## src/rtl/c_shared_fifo_sched_pkg.sv

```systemverilog
// Shared definitions for the shared-buffer FIFO scheduler: width helper and error bit indices.
package c_shared_fifo_sched_pkg;

  localparam int ERR_BAD_SEL  = 0;
  localparam int ERR_OVERFLOW = 1;

  // Ceiling log2 with a minimum of 1 bit so single-entry widths never collapse to zero.
  function automatic int clogb(input int n);
    int r;
    r = 1;
    for (int i = 1; i < 31; i++) begin
      if ((1 << i) < n) r = i + 1;
    end
    return r;
  endfunction

endpackage

```

## src/rtl/c_shared_fifo_sched_rr.sv

```systemverilog
// Round-robin pointer plus wrap-around priority search: grants the first requester at or
// after the pointer; the pointer moves past the grant only when advance is asserted.
module c_shared_fifo_sched_rr #(
  parameter int num_queues = 4,
  parameter int qidx_width = 2
) (
  input  logic                  clk,
  input  logic                  reset,
  input  logic [num_queues-1:0] req,
  input  logic                  advance,
  output logic [qidx_width-1:0] gnt_idx,
  output logic                  any_req
);

  logic [qidx_width-1:0] ptr;

  // Walk offsets from the far end down to zero so the nearest requester wins.
  always_comb begin
    gnt_idx = ptr;
    for (int k = num_queues - 1; k >= 0; k--) begin
      int idx;
      idx = int'(ptr) + k;
      if (idx >= num_queues) idx = idx - num_queues;
      if (req[idx]) gnt_idx = qidx_width'(idx);
    end
  end

  assign any_req = |req;

  always_ff @(posedge clk) begin
    if (reset) begin
      ptr <= '0;
    end else if (advance) begin
      if (32'(gnt_idx) == num_queues - 1) ptr <= '0;
      else                                ptr <= gnt_idx + 1'b1;
    end
  end

endmodule

```

## src/rtl/c_shared_fifo_sched.sv

```systemverilog
// Head/tail/occupancy controller for a buffer RAM split into num_queues static FIFO regions.
// Optional error reporting is enabled with the C_SHARED_FIFO_SCHED_ERRCHK_EN macro.
module c_shared_fifo_sched
  import c_shared_fifo_sched_pkg::*;
#(
  parameter  int num_queues = 4,
  parameter  int depth      = 8,
  localparam int qidx_width = clogb(num_queues),
  localparam int ptr_width  = clogb(depth),
  localparam int addr_width = qidx_width + ptr_width
) (
  input  logic                  clk,
  input  logic                  reset,
  input  logic                  push_valid,
  input  logic [qidx_width-1:0] push_sel,
  output logic [addr_width-1:0] push_addr,
  output logic                  push_ack,
  input  logic                  pop_ready,
  output logic                  pop_valid,
  output logic [qidx_width-1:0] pop_sel,
  output logic [addr_width-1:0] pop_addr,
  output logic [num_queues-1:0] empty,
  output logic [num_queues-1:0] full,
  output logic [1:0]            errors
);

  localparam int cnt_width = ptr_width + 1;

  logic [ptr_width-1:0] head_q [num_queues];
  logic [ptr_width-1:0] tail_q [num_queues];
  logic                 sel_ok, full_sel, pop_fire, any_req;

  // Handshakes: a push transfers when push_ack is high (the RAM write strobe); a pop
  // transfers when pop_valid & pop_ready are both high in the same cycle.
  assign sel_ok    = 32'(push_sel) < num_queues;
  assign full_sel  = sel_ok && full[push_sel];
  assign push_ack  = !reset && push_valid && sel_ok && !full_sel;
  assign push_addr = {push_sel, tail_q[push_sel]};

  assign pop_valid = !reset && any_req;
  assign pop_fire  = pop_valid && pop_ready;
  assign pop_addr  = {pop_sel, head_q[pop_sel]};

  c_shared_fifo_sched_rr #(
    .num_queues(num_queues),
    .qidx_width(qidx_width)
  ) u_rr (
    .clk    (clk),
    .reset  (reset),
    .req    (~empty),
    .advance(pop_fire),
    .gnt_idx(pop_sel),
    .any_req(any_req)
  );

  for (genvar q = 0; q < num_queues; q++) begin : g_queue
    logic                 do_push, do_pop, empty_r, full_r;
    logic [cnt_width-1:0] count_r, count_next;
    logic [ptr_width-1:0] head_r, tail_r;

    assign do_push    = push_ack && (push_sel == qidx_width'(q));
    assign do_pop     = pop_fire && (pop_sel == qidx_width'(q));
    assign count_next = count_r + cnt_width'(do_push) - cnt_width'(do_pop);

    // Pointers wrap naturally since depth is a power of two.
    always_ff @(posedge clk) begin
      if (reset) begin
        head_r  <= '0;
        tail_r  <= '0;
        count_r <= '0;
        empty_r <= 1'b1;
        full_r  <= 1'b0;
      end else begin
        if (do_push) tail_r <= tail_r + 1'b1;
        if (do_pop)  head_r <= head_r + 1'b1;
        count_r <= count_next;
        empty_r <= (count_next == '0);
        full_r  <= (count_next == cnt_width'(depth));
      end
    end

    assign head_q[q] = head_r;
    assign tail_q[q] = tail_r;
    assign empty[q]  = empty_r;
    assign full[q]   = full_r;
  end

  always_comb begin
    errors = '0;
`ifdef C_SHARED_FIFO_SCHED_ERRCHK_EN
    errors[ERR_BAD_SEL]  = push_valid && !sel_ok;
    errors[ERR_OVERFLOW] = push_valid && full_sel;
`else
    errors[ERR_BAD_SEL]  = 1'b0;
    errors[ERR_OVERFLOW] = 1'b0;
`endif
  end

endmodule
```

## config.mk

```make
export PLATFORM = sky130hd
export DESIGN_NAME = c_shared_fifo_sched
export DESIGN_NICKNAME = d
export VERILOG_FILES = /design/src/rtl/c_shared_fifo_sched_pkg.sv /design/src/rtl/c_shared_fifo_sched_rr.sv /design/src/rtl/c_shared_fifo_sched.sv
export SDC_FILE = /design/constraint.sdc
export NUM_CORES = 1
export LEC_CHECK = 0
export BUFFER_PORTS_ARGS = -buffer_cell sky130_fd_sc_hd__buf_4
export CORE_ASPECT_RATIO = 0.6
export CORE_MARGIN = 3
export CORE_UTILIZATION = 58
export DETAILED_ROUTE_END_ITERATION = 8
export GPL_ROUTABILITY_DRIVEN = 1
export HOLD_SLACK_MARGIN = 0.02
export PLACE_DENSITY = 0.89
export REMOVE_ABC_BUFFERS = 1
export SLEW_MARGIN = 20
export SYNTH_ARGS = -nofsm -noshare
export SYNTH_HDL_FRONTEND = slang
export SYNTH_HIERARCHICAL = 1
export SYNTH_SLANG_ARGS = --single-unit
```

## constraint.sdc

```tcl
create_clock -name clk -period 3.5 [get_ports clk]
set_input_delay 1.05 -clock clk [delete_from_list [all_inputs] [get_ports clk]]
set_output_delay 1.05 -clock clk [all_outputs]
set_load 0.03 [all_outputs]
```

Word-level counts from Yosys, hierarchy flattened
Cells that the tools add are included.
- register bits after elaboration: 50
- latch bits: 0
- RAM bits: 0
- bits in read-only memories: 0
- input port bits: 6
- memories kept: 0
- add/sub/neg operators: 24
- multipliers: 0
- divide/modulo/power cells: 0
- magnitude comparators: 11
- equality and inequality tests: 10
- shift operators: 0
- mux-type cells: 29
- bitwise operators: 3
- reductions and logical operators: 21
- operator list (operator ; number):
    32-bit by 4-bit < comparator with 1-bit output (second input constant) ; 4
    32-bit two-way mux ; 4
    32-bit by 4-bit greater-or-equal comparator with 1-bit output (second input constant) ; 3
    32-bit by 4-bit subtractor with 32-bit output (second input constant) ; 3
    3-bit by 1-bit adder with 3-bit output (second input constant) ; 8
    4-bit by 1-bit adder with 4-bit output ; 4
    4-bit equality test (second input constant) ; 4
    4-bit zero test ; 4
    4-bit by 1-bit subtractor with 4-bit output ; 4
    3-bit binary-select mux with 2-bit select ; 2
    1-bit logical AND ; 12
    3-bit two-way mux ; 4
    1-bit binary-select mux with 2-bit select ; 5
    2-bit two-way mux ; 5
    1-bit two-way mux ; 9
    2-bit equality test (second input constant) ; 4
    2-bit by 2-bit adder with 3-bit output (second input constant) ; 2
    3-bit greater-or-equal comparator (second input constant) ; 2
    2-bit inverter with 3-bit output ; 2
    2-bit by 1-bit equality test with 1-bit output (second input constant) ; 2
    2-bit zero test ; 2
    4-bit inverter ; 1
    4-bit OR reduction ; 1
    2-bit by 3-bit subtractor with 4-bit output (second input constant) ; 1
    other kinds (5) ; 6

Depth between registers and ports, before layout
- depth in word-level cells: 14
- gate-level depth with buffers: 17
- mapped depth without buffers: 15

Modules after synthesis
Netlist, hierarchy kept.
- modules (own cells, without submodules) (module ; instances ; cells an instance ; area an instance (sq um) ; seq. area each (sq um)):
    c_shared_fifo_sched ; 1 ; 262 ; 2637.5 ; 960.9
    c_shared_fifo_sched_rr ; 1 ; 41 ; 275.3 ; 40.0

Worst setup path after synthesis
No wires, ideal clock.
- kind: reg2reg
- start: register g_queue[0].empty_r
- end: register g_queue[2].full_r
- setup time: 0.080 ns
- arrival time: 3.827 ns
- required time: 3.420 ns
- slack: -0.407 ns
- cell stages (with the launch flop): 16
- buffers on the path: 3
- period minus slack after synthesis: 3.907 ns
- cells stage by stage: dfxtp_1 -> inv_1 -> buf_6 -> a22o_1 -> a222oi_1 -> buf_2 -> nor2b_1 -> and2_1 -> buf_2 -> ha_1 -> inv_1 -> ha_1 -> fa_1 -> xor2_1 -> nor3_1 -> nor3b_1
- cells in the longest elaborated chain, start to end: 12
- elaborated cells on any way between the ends: 24
- those cells by class: 1 x add/sub; 2 x eq/ne; 16 x mux; 1 x bitwise; 4 x reduce/logical
- RTL lines (item ; line ; source):
    from (decl) ; c_shared_fifo_sched.sv:57 ; logic do_push, do_pop, empty_r, full_r;
    from (signal assigned) ; c_shared_fifo_sched.sv:77 ; empty_r <= (count_next == '0);
    4-bit inverter * ; c_shared_fifo_sched.sv:50 ; .req (~empty),
    1-bit binary-select mux with 2-bit select ; c_shared_fifo_sched_rr.sv:24 ; if (req[idx]) gnt_idx = qidx_width'(idx);
    1-bit two-way mux (implied by the code) (2 in a row) ; c_shared_fifo_sched_rr.sv:24 ;
    2-bit two-way mux (3 in a row) ; c_shared_fifo_sched_rr.sv:24 ;
    2-bit two-way mux * ; c_shared_fifo_sched_rr.sv:24 ;
    via pop_sel[0] ; c_shared_fifo_sched.sv:20 ; output logic [qidx_width-1:0] pop_sel,
    2-bit equality test * ; c_shared_fifo_sched.sv:62 ; assign do_pop = pop_fire && (pop_sel == qidx_width'(q));
    1-bit logical AND * ; c_shared_fifo_sched.sv:62 ;
    via g_queue[2].do_pop ; c_shared_fifo_sched.sv:57 ;
    4-bit by 1-bit subtractor with 4-bit output * ; c_shared_fifo_sched.sv:63 ; assign count_next = count_r + cnt_width'(do_push) - cnt_width'(do_pop);
    4-bit equality test * ; c_shared_fifo_sched.sv:78 ; full_r <= (count_next == cnt_width'(depth));
    to (signal assigned) ; c_shared_fifo_sched.sv:78 ;
    to (decl) ; c_shared_fifo_sched.sv:57 ;
Mark *: on every way through the listed nets, which the timed path passes. The rest lies on a longest branch. The select of a mux whose other input is x is not followed.
A chain may end at the register's enable or synchronous reset.

Final worst setup path
- start: register g_queue[1].empty_r
- end: output pop_addr[1]
- cells in the longest elaborated chain, start to end: 12
- elaborated cells on any way between the ends: 21
- those cells by class: 19 x mux; 2 x bitwise
- RTL lines (item ; line ; source):
    from (decl) ; c_shared_fifo_sched.sv:57 ;
    from (signal assigned) ; c_shared_fifo_sched.sv:77 ;
    4-bit inverter * ; c_shared_fifo_sched.sv:50 ;
    1-bit binary-select mux with 2-bit select ; c_shared_fifo_sched_rr.sv:24 ;
    1-bit two-way mux (implied by the code) (2 in a row) ; c_shared_fifo_sched_rr.sv:24 ;
    2-bit two-way mux (3 in a row) ; c_shared_fifo_sched_rr.sv:24 ;
    2-bit two-way mux * ; c_shared_fifo_sched_rr.sv:24 ;
    2-bit inverter with 3-bit output (implied by the code) * ; c_shared_fifo_sched.sv:42 ; assign pop_addr = {pop_sel, head_q[pop_sel]};
    3-bit binary-select mux with 2-bit select * ; c_shared_fifo_sched.sv:42 ;
    3-bit two-way mux (implied by the code) * (2 in a row) ; c_shared_fifo_sched.sv:42 ;
    to (decl) ; c_shared_fifo_sched.sv:21 ; output logic [addr_width-1:0] pop_addr,
Every way passes the cells marked *; elsewhere a longest branch is shown, timed or not. The select of a mux whose other input is x is not followed.

==> results.json <==
{
  "drt_iter0_drc": 157,
  "yosysUniqueCellTypes": 50,
  "ys_top_cells_by_area": "dfxtp_1 (34%), ha_1 (10%), nor2_1 (5.2%)",
  "pin_count": 30,
  "synth_top_area_share": 0.344,
  "fin_crit_sh": 0.973,
  "wl_per_cell_um": 15.1,
  "cp_slowest_stage_delay_ns": 0.52,
  "cts.sinks": 50,
  "grt_most_used_layer": "met2",
  "gr-usage-met1": 0.292,
  "grt_antenna_before_repair": 0,
  "path_cells": "inv_4, inv_2, a22o_1, a222oi_1, buf_4, mux4_2, buf_4",
  "cp_max_fo": 7,
  "async_reset_ff_frac": 0,
  "synth_common_cells": "dfxtp_1 (50), nor2_1 (40), inv_1 (32), ha_1 (24), xor2_1 (16)",
  "sw_frac_of_total": 0.403,
  "clock_power_share": 0.187,
  "status": "complete, no violations",
  "grt_util_met2": 0.301,
  "cts-root-buf": "clkbuf_8",
  "grt_pass1_wl_um": 9290,
  "r2r_slack_ns": 0.22,
  "yosys.area.top_type": "dfxtp_1",
  "vdd_drop_max_uv": 364,
  "setup_viol_count_final": 0,
  "core_area_mm2": 0.00471,
  "critPathMostFrequentCell": "buf_4",
  "postPlaceCellArea_mm2": 0.00303,
  "grt_pass1_vias": 1914,
  "p_leak_uw": 0.00146,
  "totalWireLength_um": 5790,
  "final_cell_area_mm2": 0.00323,
  "dpl.hpwl_um": 4260,
  "ys_ff_latch": 50,
  "skew_ns": 0.00687,
  "grt_max_degree": 28,
  "fp.dieW_um": 97.5,
  "pwr_density_cell_mw_per_mm2": 800,
  "power.share.combinational": 0.519,
  "clk_pin_slew_ns": 0.09,
  "dieHeight_um": 60.9,
  "first_pass_iters": 6,
  "h-tree-depth": 2,
  "cp_data_arrival_time_ns": 2.36,
  "critPathKind": "reg2out",
  "n_antenna_cell": 0,
  "timing.rr.start": "g_queue[1].empty_r$_SDFF_PP1_",
  "cts_max_path_buffers": 2,
  "final_cells": 384,
  "max_freq_ghz": 0.294,
  "hp-start": "g_queue[0].head_r[1]$_SDFFE_PP0P_",
  "gr-total-overflow": 0,
  "cts_inserted_buffers": 5,
  "fp-row-count": 19,
  "hold_path.class": "reg2reg",
  "ant_nets": 0,
  "cts_tree": "built",
  "via_count": 2079,
  "cap_violations": 0,
  "n_fill_cell": 368,
  "vias_per_cell": 5.41,
  "p_total_uw": 2580,
  "area_growth_pct": 10.9,
  "holdPathEnd": "g_queue[0].head_r[1]$_SDFFE_PP0P_",
  "gp_congestion": 0.780,
  "synthFlopType": "dfxtp_1",
  "critPathSlowestCell": "mux4_2",
  "synth_cells": 303,
  "start_kind": "flip-flop",
  "drive_gt1_frac": 0.202,
  "sequentialPowerShare": 0.295,
  "place_inst": 369,
  "whs_path_depth": 2,
  "avgSynthCellArea_um2": 9.61,
  "die_area_mm2": 0.00594,
  "switching_power_uw": 1040,
  "reg2reg_to": "g_queue[2].full_r$_SDFF_PP0_",
  "synth_edf_count": 0,
  "drc": 0,
  "met3_usage": 0.0436,
  "finalHoldViolations": 0,
  "critPathCaptureType": "output port",
  "clk_latency_ns": 0.31,
  "seq_area_frac_synth": 0.344,
  "required_ns": 2.45,
  "synth.most_common_cell": "dfxtp_1",
  "yosys_warnings": 6,
  "gr-usage-all-layers": 0.200,
  "fin_crit_ns": 3.41,
  "internal_power_uw": 1540,
  "rr_worst_depth": 14,
  "drv_slew": 0,
  "portBuffers": 27,
  "layout.nets": 354,
  "initial_core_util": 0.619,
  "fin_setup_tns_ns": 0,
  "syn_area_mm2": 0.00291
}
## cell type report
class / instances / area (um^2) / area share
Clock buffer: 5 / 68.8 / 0.0213
Clock inverter: 3 / 68.8 / 0.0213
Inverter: 34 / 130 / 0.0403
Multi-Input combinational cell: 190 / 1580 / 0.489
Sequential cell: 50 / 1000 / 0.311
Tap cell: 63 / 78.8 / 0.0244
Timing Repair Buffer: 39 / 300 / 0.0930
## critical path: cells and delay by family (launching register included)
kind	cells	cell delay [ns]
multiplexers	1	0.52
AO/OA/AOI/OAI	2	0.62
buffers and inverters	4	0.57
flip-flops	1	0.35
## per-layer routing
layer	share of wire	wire length (um)	vias up
met5	0	0	-
met4	0.012	70	0
met3	0.061	355	12
met2	0.43	2490	66
met1	0.50	2880	974
li1	-	-	1027
## state kept, by name, summed over array words and instances, names as in the netlist
name             flops
g_queue.count_r     16
u_rr/ptr             2
g_queue.full_r       4
g_queue.tail_r      12
g_queue.head_r      12
g_queue.empty_r      4
## kinds of logic after synthesis
kind of cell	synth area share
and+or+nand+nor	0.164
AOI/OAI and AO/OA	0.0825
muxes	0.0820
DFF	0.344
buffers and inverters	0.115
xor gates and xnor gates	0.0812
adders and majority gates	0.131
other	0.00129
## through the flow
stage,utilization,hold slack [ns],setup WS (ns)
after floorplan,-,0.444,-1.72
after global routing,0.686,0.542,-0.00257
after detailed placement,0.643,0.485,0.170
after CTS,0.673,0.503,0.0187
final,0.686,0.506,0.0934
after global placement,0.643,0.480,0.188
## power groups by stage
stage          combinational [uW]  clock, uW  sequential (uW)
4_1_cts                      1260        498              755
5_1_grt                      1460        525              775
3_3_place_gp                 1200          0              766
6_report                     1340        482              761
3_5_place_dp                 1250          0              768
2_1_floorplan                 830          0              820
## layout by cell type (no fill, tap or decap), types with 2 or more instances in the layout
master      n
a21oi_1    11
nand3b_1    2
nand4_1     2
nand3_1     6
bufinv_16   2
clkbuf_8    5
mux2i_1     7
nand2_1     4
nor3b_1     3
and2_1      2
buf_4      37
inv_1      28
a41o_1      2
a21o_1      6
conb_1      2
nor3b_2     2
fa_1        4
inv_2       5
dfxtp_1    48
a22o_1      2
nor3_1      5
o21ai_0     2
ha_1       24
xnor2_1    11
mux4_2      4
nor2b_1    10
nor2_1     40
and3_1      2
mux4_1      3
dfxtp_2     2
xor2_1     16
## how the worst max path moves through the flow
| stage | startpoint | end | slack (ns) | cells past startpoint |
|---|---|---|---|---|
| after global routing | g_queue[0].empty_r$_SDFF_PP1_ | pop_addr[2] | -0.003 | 6 |
| after detailed placement | reset | g_queue[3].full_r$_SDFF_PP0_ | 0.17 | 11 |
| final | g_queue[1].empty_r$_SDFF_PP1_ | pop_addr[1] | 0.09 | 7 |
| after global placement | push_sel[0] | push_ack | 0.19 | 4 |
| after CTS | g_queue[1].empty_r$_SDFF_PP1_ | pop_addr[0] | 0.02 | 7 |
| after floorplan | g_queue[0].empty_r$_SDFF_PP1_ | g_queue[2].full_r$_SDFF_PP0_ | -1.72 | 12 |
## timing repair
action                     4_1_cts  5_1_grt
setup endpoints to repair        0        7
hold buffers                     0        0
buffers inserted                 0        6
gates resized for setup          0        8
No activity file was read; power rests on OpenSTA's default activity.
